`config.mk`:
```
export PLATFORM = sky130hd
export DESIGN_NAME = sp_ram_bist_flat
export DESIGN_NICKNAME = d
export VERILOG_FILES = /design/src/rtl/sp_ram_bist_pkg.sv /design/src/rtl/sp_ram_bist_if.sv /design/src/rtl/sp_ram_bist_cmp.sv /design/src/rtl/sp_ram_bist.sv /design/src/flat_wrapper.sv
export SDC_FILE = /design/constraint.sdc
export NUM_CORES = 1
export LEC_CHECK = 0
export BUFFER_PORTS_ARGS = -buffer_cell sky130_fd_sc_hd__buf_2
export CORE_MARGIN = 2
export CORE_UTILIZATION = 35
export DETAILED_ROUTE_END_ITERATION = 8
export GPL_TIMING_DRIVEN = 0
export MAX_ROUTING_LAYER = met4
export RECOVER_POWER = 25
export SLEW_MARGIN = 15
export SYNTH_ARGS = -nofsm -noshare
export SYNTH_HDL_FRONTEND = slang
export SYNTH_SLANG_ARGS = --single-unit
```
`constraint.sdc`:
```
create_clock -name clk -period 7.8 [get_ports clk]
set_input_delay 1.17 -clock clk [delete_from_list [all_inputs] [get_ports clk]]
set_output_delay 1.17 -clock clk [all_outputs]
set_load 0.01 [all_outputs]
```
`src/rtl/sp_ram_bist_pkg.sv`:
```
// sp_ram_bist shared types: FSM states, RAM op codes
// and the March C- element table.
package sp_ram_bist_pkg;

  typedef enum logic [1:0] {
    IDLE,
    RUN,
    DRAIN,
    DONE
  } state_t;

  typedef enum logic [1:0] {
    R0,
    R1,
    W0,
    W1
  } op_t;

  typedef struct packed {
    logic down;
    logic pair;
    op_t  op0;
    op_t  op1;
  } elem_t;

  localparam int NUM_ELEM = 6;
  localparam logic [2:0] LAST_ELEM = 3'(NUM_ELEM - 1);

  localparam elem_t [0:NUM_ELEM-1] MARCH = '{
    '{1'b0, 1'b0, W0, W0},
    '{1'b0, 1'b1, R0, W1},
    '{1'b0, 1'b1, R1, W0},
    '{1'b1, 1'b1, R0, W1},
    '{1'b1, 1'b1, R1, W0},
    '{1'b0, 1'b0, R0, R0}
  };

  function automatic logic is_write(input op_t op);
    return op[1];
  endfunction

  function automatic logic is_one(input op_t op);
    return op[0];
  endfunction

endpackage

```
`src/rtl/sp_ram_bist_if.sv`:
```
// Single-port RAM bus: initiator drives en/addr/wdata/we/be,
// target returns rdata one cycle after a read.
interface sp_ram_bist_if #(
  parameter int ADDR_WIDTH = 15,
  parameter int DATA_WIDTH = 32
);
  logic                    en;
  logic [ADDR_WIDTH-1:0]   addr;
  logic [DATA_WIDTH-1:0]   wdata;
  logic                    we;
  logic [DATA_WIDTH/8-1:0] be;
  logic [DATA_WIDTH-1:0]   rdata;

  modport master (
    output en, addr, wdata, we, be,
    input  rdata
  );

  modport slave (
    input  en, addr, wdata, we, be,
    output rdata
  );
endinterface

```
`src/rtl/sp_ram_bist_cmp.sv`:
```
// Read-compare pipeline: capture expected word on a read,
// compare against rdata next cycle, hold first failing address.
module sp_ram_bist_cmp #(
  parameter int ADDR_WIDTH = 15,
  parameter int DATA_WIDTH = 32
) (
  input  logic                  clk,
  input  logic                  rst_n,
  input  logic                  clear,
  input  logic                  rd_valid,
  input  logic [DATA_WIDTH-1:0] exp_data,
  input  logic [ADDR_WIDTH-1:0] rd_addr,
  input  logic [DATA_WIDTH-1:0] ram_rdata,
  output logic                  fail,
  output logic [ADDR_WIDTH-1:0] fail_addr
);

  logic                  pend_q;
  logic [DATA_WIDTH-1:0] exp_q;
  logic [ADDR_WIDTH-1:0] addr_q;

  always_ff @(posedge clk or negedge rst_n) begin
    if (!rst_n) begin
      pend_q    <= 1'b0;
      exp_q     <= '0;
      addr_q    <= '0;
      fail      <= 1'b0;
      fail_addr <= '0;
    end else if (clear) begin
      pend_q    <= 1'b0;
      exp_q     <= '0;
      addr_q    <= '0;
      fail      <= 1'b0;
      fail_addr <= '0;
    end else begin
      pend_q <= rd_valid;
      if (rd_valid) begin
        exp_q  <= exp_data;
        addr_q <= rd_addr;
      end
      if (pend_q && !fail &&
          (ram_rdata != exp_q)) begin
        fail      <= 1'b1;
        fail_addr <= addr_q;
      end
    end
  end

endmodule

```
`src/rtl/sp_ram_bist.sv`:
```
// March C- BIST engine driving a single-port RAM;
// bus outputs are registered, results come from the compare stage.
module sp_ram_bist
  import sp_ram_bist_pkg::*;
#(
  parameter int          RAM_SIZE   = 32768,
  parameter int          ADDR_WIDTH = $clog2(RAM_SIZE),
  parameter int          DATA_WIDTH = 32,
  parameter logic [31:0] PATTERN    = 32'h0000_0000
) (
  input  logic                  clk,
  input  logic                  rstn_i,
  input  logic                  start_i,
  output logic                  busy_o,
  output logic                  done_o,
  output logic                  fail_o,
  output logic [ADDR_WIDTH-1:0] fail_addr_o,
  sp_ram_bist_if.master         ram
);

  localparam int N  = RAM_SIZE / 4;
  localparam int WW = ADDR_WIDTH - 2;
  localparam logic [WW-1:0] LAST = WW'(N - 1);

  state_t                state_q, state_d;
  logic [2:0]            elem_q, elem_d;
  logic [WW-1:0]         word_q, word_d;
  logic                  slot_q, slot_d;
  logic                  fin_q, fin_d;
  logic                  en_q, en_d;
  logic                  we_q, we_d;
  logic [ADDR_WIDTH-1:0] addr_q, addr_d;
  logic [DATA_WIDTH-1:0] wdata_q, wdata_d;
  logic [DATA_WIDTH-1:0] exp_q, exp_d;

  elem_t                 cur;
  op_t                   op;
  logic [2:0]            nxt_e;
  logic                  last_word;
  logic                  clear;
  logic [DATA_WIDTH-1:0] data;

  always_ff @(posedge clk or negedge rstn_i) begin
    if (!rstn_i) begin
      state_q <= IDLE;
      elem_q  <= '0;
      word_q  <= '0;
      slot_q  <= 1'b0;
      fin_q   <= 1'b0;
      en_q    <= 1'b0;
      we_q    <= 1'b0;
      addr_q  <= '0;
      wdata_q <= '0;
      exp_q   <= '0;
    end else begin
      state_q <= state_d;
      elem_q  <= elem_d;
      word_q  <= word_d;
      slot_q  <= slot_d;
      fin_q   <= fin_d;
      en_q    <= en_d;
      we_q    <= we_d;
      addr_q  <= addr_d;
      wdata_q <= wdata_d;
      exp_q   <= exp_d;
    end
  end

  always_comb begin
    state_d   = state_q;
    elem_d    = elem_q;
    word_d    = word_q;
    slot_d    = slot_q;
    fin_d     = fin_q;
    en_d      = 1'b0;
    we_d      = 1'b0;
    addr_d    = '0;
    wdata_d   = '0;
    exp_d     = '0;
    clear     = 1'b0;
    cur       = MARCH[elem_q];
    op        = slot_q ? cur.op1 : cur.op0;
    nxt_e     = elem_q + 3'd1;
    last_word = cur.down ? (word_q == '0)
                         : (word_q == LAST);
    data      = is_one(op) ? ~PATTERN : PATTERN;
    unique case (state_q)
      IDLE, DONE: begin
        if (start_i) begin
          state_d = RUN;
          elem_d  = '0;
          word_d  = '0;
          slot_d  = 1'b0;
          fin_d   = 1'b0;
          clear   = 1'b1;
        end
      end
      RUN: begin
        if (fin_q) begin
          state_d = DRAIN;
          fin_d   = 1'b0;
        end else begin
          en_d    = 1'b1;
          we_d    = is_write(op);
          addr_d  = {word_q, 2'b00};
          wdata_d = is_write(op) ? data : '0;
          exp_d   = data;
          if (cur.pair && !slot_q) begin
            slot_d = 1'b1;
          end else begin
            slot_d = 1'b0;
            if (!last_word) begin
              word_d = cur.down ? word_q - 1'b1
                                : word_q + 1'b1;
            end else if (elem_q == LAST_ELEM) begin
              fin_d  = 1'b1;
              elem_d = '0;
              word_d = '0;
            end else begin
              // each element starts at its own end of the array
              elem_d = nxt_e;
              word_d = MARCH[nxt_e].down ? LAST : '0;
            end
          end
        end
      end
      DRAIN: state_d = DONE;
      default: state_d = IDLE;
    endcase
  end

  sp_ram_bist_cmp #(
    .ADDR_WIDTH(ADDR_WIDTH),
    .DATA_WIDTH(DATA_WIDTH)
  ) u_cmp (
    .clk      (clk),
    .rst_n    (rstn_i),
    .clear    (clear),
    .rd_valid (en_q & ~we_q),
    .exp_data (exp_q),
    .rd_addr  (addr_q),
    .ram_rdata(ram.rdata),
    .fail     (fail_o),
    .fail_addr(fail_addr_o)
  );

  assign busy_o    = (state_q == RUN) ||
                     (state_q == DRAIN);
  assign done_o    = (state_q == DONE);
  assign ram.en    = en_q;
  assign ram.we    = we_q;
  assign ram.addr  = addr_q;
  assign ram.wdata = wdata_q;
  assign ram.be    = {(DATA_WIDTH/8){en_q}};

endmodule

```
`src/flat_wrapper.sv`:
```
// flat-port wrapper written by rule: the top's interface ports become plain ports
module sp_ram_bist_flat import sp_ram_bist_pkg::*;
#(
  parameter int          RAM_SIZE   = 32768,
  parameter int          ADDR_WIDTH = $clog2(RAM_SIZE),
  parameter int          DATA_WIDTH = 32,
  parameter logic [31:0] PATTERN    = 32'h0000_0000
)
  (clk, rstn_i, start_i, busy_o, done_o, fail_o, fail_addr_o, ram_en, ram_addr, ram_wdata, ram_we, ram_be, ram_rdata);
  sp_ram_bist_if #(.ADDR_WIDTH(ADDR_WIDTH), .DATA_WIDTH(DATA_WIDTH)) ram_i ();
  input  logic clk;
  input  logic rstn_i;
  input  logic start_i;
  output logic busy_o;
  output logic done_o;
  output logic fail_o;
  output logic [ADDR_WIDTH-1:0] fail_addr_o;
  output wire logic [$bits(ram_i.en)-1:0] ram_en;
  output wire logic [$bits(ram_i.addr)-1:0] ram_addr;
  output wire logic [$bits(ram_i.wdata)-1:0] ram_wdata;
  output wire logic [$bits(ram_i.we)-1:0] ram_we;
  output wire logic [$bits(ram_i.be)-1:0] ram_be;
  input wire logic [$bits(ram_i.rdata)-1:0] ram_rdata;
  assign ram_en = ram_i.en;
  assign ram_addr = ram_i.addr;
  assign ram_wdata = ram_i.wdata;
  assign ram_we = ram_i.we;
  assign ram_be = ram_i.be;
  assign ram_i.rdata = ram_rdata;
  sp_ram_bist #(.RAM_SIZE(RAM_SIZE), .ADDR_WIDTH(ADDR_WIDTH), .DATA_WIDTH(DATA_WIDTH), .PATTERN(PATTERN)) u_core (.clk(clk), .rstn_i(rstn_i), .start_i(start_i), .busy_o(busy_o), .done_o(done_o), .fail_o(fail_o), .fail_addr_o(fail_addr_o), .ram(ram_i));
endmodule
```
After elaboration in Yosys (flattened, before gate mapping) --
Memories as Yosys holds them, arrays and structs flattened. Cells that the tools add are included.
Operators by class: add/subtract/negate cells 3, $lt $le $gt $ge 2, eq/ne operators 11, multiplexer cells 55, bitwise logic cells 4, reduce and logical (&&, ||, !) cells 17
Operator list (count):
- two-way mux 32 bit | 8
- two-way mux 13 bit | 7
- two-way mux 15 bit | 6
- != test 32 bit | 1
- one-hot mux 13 bit (2 select lines) | 1
- two-way mux 6 bit | 4
- two-way mux 1 bit | 17
- two-way mux 3 bit | 5
- adder 13 x 1 -> 13 bit (second input constant) | 1
- == test 13 bit (second input constant) | 1
- logical NOT 13 bit | 1
- subtractor 13 x 1 -> 13 bit (second input constant) | 1
- >= comparator 4 bit (second input constant) | 2
- inverter 3 -> 4 bit | 2
- two-way mux 2 bit | 3
- != test 2 bit (second input constant) | 3
- one-hot mux 2 bit (3 select lines) | 1
- one-hot mux 3 bit (2 select lines) | 1
- nonzero test 2 bit | 3
- AND reduction 5 bit | 1
- == test 2 bit (second input constant) | 2
- != test 2 x 1 -> 1 bit (second input constant) | 2
- one-hot mux 1 bit (2 select lines) | 2
- AND reduction 2 bit | 2
- other kinds (12) | 15
Storage, ports and cells: register bits after elaboration 165, memory bits (read-only) 96, bits of input ports 35, word-level logic and storage cells 109, memories 2
Memory list:
- (no name shown) | words 8, width 6, rd ports 1, clocked after memory_dff 0, write ports 0, line sp_ram_bist.sv:122 | word_d = MARCH[nxt_e].down ? LAST : '0;
- (no name shown) | words 8, width 6, rd ports 1, clocked after memory_dff 0, write ports 0, line sp_ram_bist.sv:81 | cur = MARCH[elem_q];

Longest topological paths before layout --
Gate-level depths: netlist (run 1).
depth after elaboration 11, gate-level depth with buffers 11, gate-level depth less buffers 10

Hierarchy --
A second synthesis (run 1) with hierarchy kept.
Unflattened totals: cells, all modules 535, area total of the unflattened synthesis 5452.7 µm²
By module, submodules not included:
- sp_ram_bist_cmp | instances 1, cells each 264, area an instance 3042.9 µm², sequential area each 1601.5 µm²
- sp_ram_bist | instances 1, cells each 271, area an instance 2409.8 µm², sequential area each 925.9 µm²

Worst setup path before layout (run 1) --
Ideal clock, no wire load.
kind input port to flip-flop, start point input port ram_rdata[28], end point register u_core.u_cmp.fail_addr[10], setup time 121 ps, arrival 2439 ps, required time 7679 ps, slack 5241 ps, cell stages on the path 6, buffers on the path 1, cells stage by stage nor4_1 -> a31oi_1 -> o41ai_1 -> a21oi_1 -> clkbuf_1 -> a22o_1
On the way: cells in the longest elaborated chain, start to end 3
Ends and longest elaborated chain:
- start: declaration | line flat_wrapper.sv:23 | input wire logic [$bits(ram_i.rdata)-1:0] ram_rdata;
- != test 32 bit | line sp_ram_bist_cmp.sv:42 | (ram_rdata != exp_q)) begin
- logical AND 1 bit | line sp_ram_bist_cmp.sv:41 | if (pend_q && !fail &&
- nonzero test 2 bit (no line)
- end signal: assignment | line sp_ram_bist_cmp.sv:44 | fail_addr <= addr_q;
- end: declaration | line sp_ram_bist_cmp.sv:15 | output logic [ADDR_WIDTH-1:0] fail_addr
No other way between the ends. A chain may end at the register's enable or synchronous reset.

==> results of run 1 <==
[state kept, by name (all words and copies together) (netlist names)]
name	cells
u_core.state_q	2
u_core.ram.we	1
u_core.ram.en	1
u_core.ram.addr	13
u_core.slot_q	1
u_core.u_cmp.pend_q	1
u_core.ram.wdata	1
u_core.u_cmp.fail_addr	13
u_core.u_cmp.exp_q	1
u_core.exp_q	1
u_core.u_cmp.addr_q	13
u_core.word_q	13
u_core.u_cmp.fail	1
u_core.elem_q	3
u_core.fin_q	1
[worst reg2reg max path, cell delays in order, from the launching register on]
cell and delay [ns]:
dfrtp_1 0.44, nand2_2 0.10, o21ai_4 0.47, ha_1 0.39, a21o_1 0.18, a21oi_1 0.23, a21oi_1 0.15, o41ai_1 0.38
nor4_1 0.10, a2111o_1 0.35
[layer usage]
layer,up-vias,track usage [%],share of wire (%)
met5,-,-,0
li1,1565,-,-
met4,0,7.05,1.9
met1,1441,19.8,45
met3,13,2.98,5.7
met2,95,25.6,47
[power by group through the flow]
stage	clock network (uW)	registers, uW	logic, uW
floorplan	0	395	212
global placement	0	396	320
detailed placement	0	397	329
CTS	250	391	330
global route	266	395	362
finish	244	390	324
[per-stage QoR]
step | hold WS (ns) | setup WS [ns] | total power, uW | instance area, sq um | util (%)
2_1_floorplan | 0.449 | 5.24 | 607 | 3720 | -
3_3_place_gp | 0.459 | 4.85 | 716 | 4390 | 42.6
3_5_place_dp | 0.459 | 4.73 | 726 | 4420 | 42.8
4_1_cts | 0.476 | 4.91 | 971 | 4580 | 44.3
5_1_grt | 0.496 | 3.43 | 1020 | 4560 | 44.1
6_report | 0.478 | 4.14 | 959 | 4560 | 44.1
[layout make-up]
cell class                 instances  area (sq um)
multi-input combinational        248          1680
sequential                        66          1650
buffer                            52           357
tap                              136           170
inverter                           9          33.8
fill                             995          5770
timing repair buffer             102           508
clock buffer                       9           124
clock inverter                     6          35.0
[worst max-delay path by stage]
stage	startpoint	endpoint	depth (start not counted)	slack [ns]
2_1_floorplan	ram_rdata[28]	u_core.u_cmp.fail_addr[10]$_DFFE_PN0P_	6	5.24
3_3_place_gp	ram_rdata[28]	u_core.u_cmp.fail_addr[6]$_DFFE_PN0P_	7	4.85
3_5_place_dp	ram_rdata[4]	u_core.u_cmp.fail_addr[7]$_DFFE_PN0P_	7	4.73
4_1_cts	u_core.elem_q[1]$_DFFE_PN0P_	u_core.word_q[9]$_DFFE_PN0P_	9	4.91
5_1_grt	rstn_i	u_core.u_cmp.fail_addr[4]$_DFFE_PN0P_	2	3.43
6_report	rstn_i	u_core.u_cmp.fail_addr[11]$_DFFE_PN0P_	2	4.14
[logic make-up after synthesis]
kind of cell / count (synthesis) / synth area share (%)
xor+xnor: 5 / 1.18
other cells: 1 / 0.101
buf+inv: 61 / 10.5
mux: 3 / 0.945
compound gates: 100 / 20.4
flops: 66 / 44.5
fa+ha+maj: 15 / 5.27
simple gates: 121 / 17.0
[cells in the final DEF, fill, tap and decap left out, drive strengths merged, types with 5 or more instances in the layout]
cell type	count
nor3	13
o21ai	14
buf	144
dfrtp	66
nand2b	8
inv	9
clkbuf	19
ha	14
nand3	9
nor4	7
nor2	17
a21oi	19
a22o	33
nand4	9
and2	13
a31oi	5
nand2	32
a21o	10
==> run metrics, run 1 <==
Pint slightly below 600 uW; count of pins over their slew limit between 60 and 70; Setup TNS 0 ns; latest clock arrival within the worst-skew pair ~0.35 ns; switching pwr between 300 and 400 uW; Detailed Routing Iterations Pass 1 4; total clock sinks 66; worst supply voltage drop on vdd ~0.085 mV; post-detailed-route via-to-cell ratio 4.96; Worst Setup End Kind async pin; sequential power share around 40%; worst reg2reg endpoint u_core.word_q[9]$_DFFE_PN0P_; endpoint of the worst hold-timing path u_core.u_cmp.exp_q[30]$_DFFE_PN0P_; final setup skew roughly 0.009 ns; antenna diode count 0; hpwl dp approximately 6600 um; area delta synth->final 22.9%; Slowest-stage cell, CP clkbuf_1; EDFF count, synth 0; Rel. slew slack -21.2%; maximum achievable frequency 273 MHz; Static Leak ~0.0025 uW; global-route total usage across every layer 16.0%; mapped cell area between 3000 and 4000 sq um; post-synthesis instance total between 300 and 400; Yosys warning total 0; DRT iter0 DRCs 243; top fanout value on the critical path 37; global-route wire length before repair approximately 14000 um; cell class contributing the biggest share of worst-path delay buffers and inverters; number of input and output port buffers inserted between 100 and 150; clock network fraction of total power 25.5%; fraction of layout instances using a drive strength above 1 a little over a third; fraction of the cycle the final worst path needs roughly 47%; buffering stage count on the worst path with inverters included 2; average footprint of a synthesized cell 9.97 sq um; power per cell area between 200 and 250 nW/um^2; count of cells along the worst hold path 1; number of flip-flops and latches in the synthesized netlist 66; overflow left after global routing 0; class of the tightest hold or removal check reg2reg; power share of the combinational group about a third; top cells by area, synth dfrtp_1 45%, buf_4 8.1%, a22o_1 7.8%; Via Count approximately 3.1k; max capacitance violation total 2; launch point of the worst hold path u_core.exp_q[30]$_DFF_PN0_; outcome complete, but fails checks; cell mode on critical path clkbuf_1; number of routed nets with antenna violations 0; H-tree level count 3; number of distinct library cells after synthesis 55; final critical delay including setup and external delays ~3.7 ns; CTS resizes 0; length in cells of the worst reg-to-reg path 9; standard-cell row count 37; number of nets in the final layout about 540; number of global-route vias before repair between 2k and 3k; maximum root-to-sink buffer count 2; worst-case register-to-register setup slack about 4.9 ns; horizontal die dimension around 110 um; primary flip-flop cell chosen by synthesis mapping dfrtp_1; biggest cell delay along the critical path ~1.4 ns; ordered cell list for the critical path clkbuf_1 > clkbuf_1; worst setup path category in2async; share of synthesized area occupied by flip-flops and latches 44.5%; number of hold violations in the final report 0; total placed cells including tap cells slightly above 600; Post-CTS Setup Inserts 0; share of the synthesized area in the top cell type 44.5%; antenna violations before repair 0; top cell types by occurrence after synthesis 66 x dfrtp_1, 40 x buf_4, 33 x a22o_1, 30 x nand2_1; most common cell in the netlist dfrtp_1; sw frac between 30% and 40%; total setup violations reported at the end of the flow 0; cts bufs inserted 9; Worst-Margin Slew approximately 1.8 ns; io pins between 100 and 150; required time of the critical path 7.90 ns; post-DR wirelength/cell between 10 and 15 um; TritonCTS clock tree built; CTS clock-pin slew for the worst setup and hold paths about 0.07 ns; fraction of synthesis flops using an asynchronous set or reset pin 100%; count of non-filler cells in the finished layout about 630; largest area contributor in the netlist dfrtp_1; type of element launching the critical path primary input; height of the chip 107 um; clk root buf clkbuf_8; Worst Path Arrival approximately 3.8 ns; wirelength, routed ~8700 um; violated checks capacitance limit, slew limit; effective utilization at floorplan 35.9%; area enclosed by the die boundary 11400 sq um; CTS hold repair buffers 0; floorplan core area about 10000 sq um; beginning of the worst register-to-register path u_core.elem_q[1]$_DFFE_PN0P_; final weighted congestion in routability-driven placement slightly below 0.9; pin count of the biggest net entering global routing 38; unrepaired setup endpoints after global routing false; # DRC 0
No activity file was read; power rests on OpenSTA's default activity.
==> inputs of run 2 (changes only) <==
- clock period: 7.8 -> 3.4 ns (I/O delays scaled with it)
==> run 2 against run 1 <==
Effect of this change: the run still ends with capacitance limit, slew limit left; first-iteration DRC count decreased by 5.8%; via count about the same; final cell count unchanged; combinational power increased by 130%; register-to-register slack got worse by 4.4 ns; worst hold slack unchanged; sequential power increased by 130%; setup slack got worse by 3.7 ns; sequential share of layout area about the same; sequential cell count unchanged; utilization about the same; non-clock buffer count unchanged; critical endpoint is now u_core.word_q[9]$_DFFE_PN0P_; largest cell class unchanged; largest power group unchanged; highest routed layer unchanged.
==> run metrics, run 2 (synthesized netlist as in run 1, its figures left out) <==
class of the tightest hold or removal check reg2reg; area enclosed by the die boundary 11400 sq um (unchanged); Post-CTS Setup Inserts 0 (unchanged); final critical delay including setup and external delays between 2 and 3 ns; latest clock arrival within the worst-skew pair 0.35 ns (about the same); pin count of the biggest net entering global routing 38 (unchanged); number of input and output port buffers inserted 101 (unchanged); height of the chip 107 um (unchanged); TritonCTS clock tree built; length in cells of the worst reg-to-reg path 9 (unchanged); antenna diode count 0 (unchanged); launch point of the worst hold path u_core.exp_q[30]$_DFF_PN0_; max capacitance violation total 1 (-1); most frequent cells in the layout 103 x buf_2, 66 x dfrtp_1, 40 x buf_4, 33 x a22o_1, 30 x nand2_1; global-route total usage across every layer 16.0% (unchanged); Worst Setup End Kind flip-flop; cts bufs inserted 9 (unchanged); worst-case register-to-register setup slack 0.49 ns (-4.40 ns); effective utilization at floorplan 35.9% (unchanged); final core occ 44.1% (about the same); clk root buf clkbuf_8; outcome complete, but fails checks; maximum achievable frequency around 340 MHz; number of hold violations in the final report 0 (unchanged); maximum root-to-sink buffer count 2 (unchanged); area delta synth->final 22.9% (about the same); total setup violations reported at the end of the flow 0 (unchanged); global-route wire length before repair 13900 um (unchanged); horizontal die dimension 107 um (unchanged); fraction of the cycle the final worst path needs 85.6%; Via Count 3117 (+0.096%); power per cell area 483 nW/um^2 (+130%); hpwl dp 6580 um (unchanged); H-tree level count 3 (unchanged); Detailed Routing Iterations Pass 1 4 (unchanged); # DRC 0 (unchanged); overflow left after global routing 0 (unchanged); standard-cell row count 37 (unchanged); Worst Path Arrival 3.14 ns (-0.62 ns); final setup skew 0.00960 ns (+0.000851 ns); worst setup path category reg2reg; Rel. slew slack -12.2% (+9.0 points); CTS resizes 0 (unchanged); total clock sinks 66 (unchanged); Worst-Margin Slew 1.68 ns (-0.135 ns); io pins 106 (unchanged); CTS hold repair buffers 0 (unchanged); post-detailed-route via-to-cell ratio 4.96 (about the same); unrepaired setup endpoints after global routing false; number of routed nets with antenna violations 0 (unchanged); most common cell after layout, fill and taps aside buf_2; final weighted congestion in routability-driven placement 0.893 (unchanged); endpoint of the worst hold-timing path u_core.u_cmp.exp_q[30]$_DFFE_PN0P_; number of global-route vias before repair 2819 (unchanged); CTS clock-pin slew for the worst setup and hold paths 0.07 ns (about the same); violated checks capacitance limit, slew limit; worst setup path startpoint u_core.elem_q[1]$_DFFE_PN0P_; number of nets in the final layout 538 (unchanged); worst reg2reg endpoint u_core.word_q[9]$_DFFE_PN0P_; floorplan core area 10300 sq um (unchanged); fraction of layout instances using a drive strength above 1 35.2% (+0.20 points); wirelength, routed 8710 um (+0.13%); top fanout value on the critical path 17 (-54%); Setup TNS 0 ns (unchanged); Static Leak 0.00252 uW (+0.12%); worst supply voltage drop on vdd 0.195 mV (+130%); required time of the critical path 3.63 ns (-4.27 ns); type of element launching the critical path flip-flop; beginning of the worst register-to-register path u_core.elem_q[1]$_DFFE_PN0P_; count of pins over their slew limit 31 (-55%); count of cells along the worst hold path 1 (unchanged); antenna violations before repair 0 (unchanged); post-DR wirelength/cell 13.9 um (+0.13%); DRT iter0 DRCs 229 (-5.8%)
run 2: cell counts in the layout (fill, tap and decap cells not counted):
Identical to the previous run, type by type.
run 2: worst max path at each step:
stage | end | slack [ns] | depth (start not counted)
after floorplan | u_core.word_q[9]$_DFFE_PN0P_ | 0.93 | 9
after global placement | u_core.word_q[9]$_DFFE_PN0P_ | 0.59 | 9
after detailed placement | u_core.word_q[9]$_DFFE_PN0P_ | 0.55 | 9
after CTS | u_core.word_q[9]$_DFFE_PN0P_ | 0.51 | 9
after global routing | u_core.word_q[9]$_DFFE_PN0P_ | 0.27 | 9
final | u_core.word_q[9]$_DFFE_PN0P_ | 0.49 | 9
run 2: per-layer routing:
metal,vias up,share of wire [%],wire length (um),GRT usage [%]
met3,13,5.5,480,2.98
li1,1564,-,-,-
met1,1445,45,3960,19.8
met5,-,0,0,-
met4,0,1.9,163,7.05
met2,95,47,4100,25.6
run 2: metrics by stage:
stage	cells	setup WS [ns]	power [uW]	hold slack [ns]	cell area [sq um]
global placement	612	0.587	1640	0.459	4390
global route	628	0.275	2350	0.496	4560
detailed placement	613	0.552	1660	0.459	4420
finish	628	0.489	2200	0.478	4560
floorplan	375	0.928	1390	0.214	3720
CTS	628	0.507	2230	0.104	4580
run 2: area by class of cell:
type                       instances  area, sq um
inverter                           9         33.8
fill                             994         5770
tap                              136          170
buffer                            52          357
multi-input combinational        248         1680
clock inverter                     6         35.0
timing repair buffer             102          509
sequential                        66         1650
clock buffer                       9          124
run 2: worst max-delay path, cell delays in order, from the launching register on:
cell	delay [ns]
dfrtp_1	0.44
nand2_2	0.10
o21ai_4	0.47
ha_1	0.39
a21o_1	0.18
a21oi_1	0.23
a21oi_1	0.15
o41ai_1	0.38
nor4_1	0.10
a2111o_1	0.35
run 2: report_power, final:
part	total, uW	switching, uW	internal, uW
Clock	563	308	255
Sequential	895	53.1	842
Combinational	742	494	248
Total	2200	855	1350
==> inputs of run 3 (changes only) <==
--- a/config.mk
+++ b/config.mk
@@ -8,4 +8,5 @@
 export BUFFER_PORTS_ARGS = -buffer_cell sky130_fd_sc_hd__buf_2
-export CORE_MARGIN = 2
+export CORE_MARGIN = 4
 export CORE_UTILIZATION = 35
+export CTS_CLUSTER_SIZE = 16
 export DETAILED_ROUTE_END_ITERATION = 8
==> constraint.sdc (replaced) <==
create_clock -name clk -period 3.4 [get_ports clk]
set_input_delay 0.68 -clock clk [delete_from_list [all_inputs] [get_ports clk]]
set_output_delay 0.68 -clock clk [all_outputs]
set_load 0.01 [all_outputs]
==> run 3 against run 2 <==
Effect of this change: the flow still finishes with violations (capacitance limit, slew limit); first-iteration DRC count decreased by 7.0%; sequential cell count unchanged; sequential share of layout area decreased by 0.41 points; worst hold slack improved by 0.0080 ns; largest cell class unchanged; highest routed layer unchanged.
==> run metrics, run 3 (synthesized netlist as in run 1, its figures left out) <==
outcome complete, but fails checks; violated checks capacitance limit, slew limit; Detailed Routing Iterations Pass 1 4 (unchanged); number of routed nets with antenna violations 0 (unchanged); beginning of the worst register-to-register path u_core.elem_q[1]$_DFFE_PN0P_; antenna violations before repair 0 (unchanged); instance area after placement 4420 sq um (unchanged); effective utilization at floorplan 35.9% (unchanged); DRT iter0 DRCs 213 (-7.0%); final critical delay including setup and external delays 2.95 ns (+0.0423 ns); Rel. slew slack -16.0% (-3.8 points); CTS clock-pin slew for the worst setup and hold paths 0.08 ns (about the same); count of pins over their slew limit 33 (+6.5%); maximum achievable frequency 339 MHz (-1.4%); Setup crit end u_core.word_q[9]$_DFFE_PN0P_; floorplan core area 10300 sq um (unchanged); ordered cell list for the critical path nand2_2 > o21ai_4 > ha_1 > a21o_1 > a21oi_1 > a21oi_1 > o41ai_1 > nor4_1 > a2111o_1; clk root buf clkbuf_8; final-layout fill cell count 972 (-2.2%); maximum root-to-sink buffer count 2 (unchanged); worst setup path category reg2reg; biggest cell delay along the critical path 0.46 ns (about the same); worst supply voltage drop on vdd 0.194 mV (-0.62%); number of nets in the final layout 538 (unchanged); sequential power share 38.3% (-2.4 points); sw frac 37.0% (-1.8 points); class of the tightest hold or removal check reg2reg; global-route wire length before repair 15000 um (+7.9%); Via Count 3116 (-0.032%); cts bufs inserted 9 (unchanged); worst reg2reg endpoint u_core.word_q[9]$_DFFE_PN0P_; Setup TNS 0 ns (unchanged); Worst-Margin Slew 1.74 ns (+0.0573 ns); post-DR wirelength/cell 14.3 um (+3.0%); fraction of the cycle the final worst path needs 86.9% (+1.2 points); power share of the combinational group 31.8% (-1.9 points); fraction of layout instances using a drive strength above 1 35.3% (+0.13 points); horizontal die dimension 111 um (+3.7%); post-detailed-route via-to-cell ratio 4.95 (-0.19%); length in cells of the worst reg-to-reg path 9 (unchanged); switching pwr 866 uW (+1.3%); number of global-route vias before repair 3060 (+8.5%); Pint 1470 uW (+9.4%); antenna diode count 0 (unchanged); # DRC 0 (unchanged); Post-CTS Setup Inserts 0 (unchanged); latest clock arrival within the worst-skew pair 0.35 ns (about the same); overflow left after global routing 0 (unchanged); type of element launching the critical path flip-flop; area enclosed by the die boundary 12300 sq um (+7.6%); Worst Setup End Kind flip-flop; number of hold violations in the final report 0 (unchanged); cell class contributing the biggest share of worst-path delay compound AO/OA/AOI/OAI gates; Slowest-stage cell, CP o21ai_4; final weighted congestion in routability-driven placement 0.889 (-0.46%); worst setup path startpoint u_core.elem_q[1]$_DFFE_PN0P_; io pins 106 (unchanged); buffering stage count on the worst path with inverters included 0 (unchanged); standard-cell row count 37 (unchanged); most frequent cells in the layout 103 x buf_2, 66 x dfrtp_1, 40 x buf_4, 33 x a22o_1, 30 x nand2_1; CTS hold repair buffers 0 (unchanged); height of the chip 111 um (+3.7%); area delta synth->final 24.3%; power per cell area 507 nW/um^2 (+5.1%); hpwl dp 6840 um (+3.9%); CTS resizes 0 (unchanged); worst-case register-to-register setup slack 0.45 ns (-0.04 ns); final instance area 4610 sq um (+1.2%); unrepaired setup endpoints after global routing false; clock network fraction of total power 29.9% (+4.3 points); most common cell after layout, fill and taps aside buf_2; number of input and output port buffers inserted 101 (unchanged); Worst Path Arrival 3.17 ns (+0.03 ns); pin count of the biggest net entering global routing 36 (-5.3%); number of logic stages on the critical path including buffering 9 (unchanged); global-route total usage across every layer 15.3% (-0.68 points); top fanout value on the critical path 17 (unchanged); total setup violations reported at the end of the flow 0 (unchanged); H-tree level count 3 (unchanged); cell mode on critical path a21oi_1; total clock sinks 66 (unchanged); final setup skew 0.00769 ns (-0.00191 ns); TritonCTS clock tree built; Static Leak 0.00255 uW (+1.0%); wirelength, routed 8980 um (+3.2%); max capacitance violation total 1 (unchanged); required time of the critical path 3.62 ns (about the same)
[run 3: area by class of cell]
| type | instances | area (sq um) | area share [%] |
|---|---|---|---|
| plain buffers | 52 | 357 | 7.74 |
| clock inverters | 5 | 60.1 | 1.30 |
| flip-flops and latches | 66 | 1650 | 35.8 |
| clock buffers | 11 | 151 | 3.28 |
| multi-input cells | 248 | 1680 | 36.4 |
| inverters | 9 | 33.8 | 0.733 |
| well taps | 136 | 170 | 3.69 |
| repair buffers | 102 | 509 | 11.0 |
[run 3: how the worst min path moves through the flow]
stage	end	cells past startpoint	start	slack, ns
after detailed placement	u_core.u_cmp.exp_q[30]$_DFFE_PN0P_	1	u_core.exp_q[30]$_DFF_PN0_	0.47
final	u_core.u_cmp.exp_q[30]$_DFFE_PN0P_	1	u_core.exp_q[30]$_DFF_PN0_	0.49
after global placement	u_core.u_cmp.exp_q[30]$_DFFE_PN0P_	1	u_core.exp_q[30]$_DFF_PN0_	0.46
after CTS	u_core.word_q[4]$_DFFE_PN0P_	1	rstn_i	0.27
after global routing	u_core.u_cmp.exp_q[30]$_DFFE_PN0P_	1	u_core.exp_q[30]$_DFF_PN0_	0.52
after floorplan	u_core.elem_q[0]$_DFFE_PN0P_	0	rstn_i	0.38
[run 3: per-layer routing]
metal / vias up / wire length (um) / track usage [%]
li1: 1554 / - / -
met1: 1438 / 3970 / 18.5
met2: 108 / 4200 / 23.8
met3: 16 / 610 / 4.04
met4: 0 / 204 / 7.22
met5: - / 0 / -
[run 3: through the flow]
step                util [%]  hold slack [ns]  std cells  setup slack [ns]  power [uW]
floorplan                  -            0.384        375             0.928        1390
CTS                     44.8            0.272        629             0.466        2370
global route            44.6            0.523        629             0.244        2490
finish                  44.6            0.486        629             0.447        2340
global placement        42.6            0.458        612             0.526        1650
detailed placement      42.8            0.468        613             0.495        1670
[run 3: power groups by stage]
stage / registers [uW] / clock network, uW / logic [uW]
5_1_grt: 904 / 746 / 839
2_1_floorplan: 907 / 0 / 486
6_report: 895 / 698 / 744
3_5_place_dp: 911 / 0 / 758
4_1_cts: 896 / 714 / 757
3_3_place_gp: 909 / 0 / 737
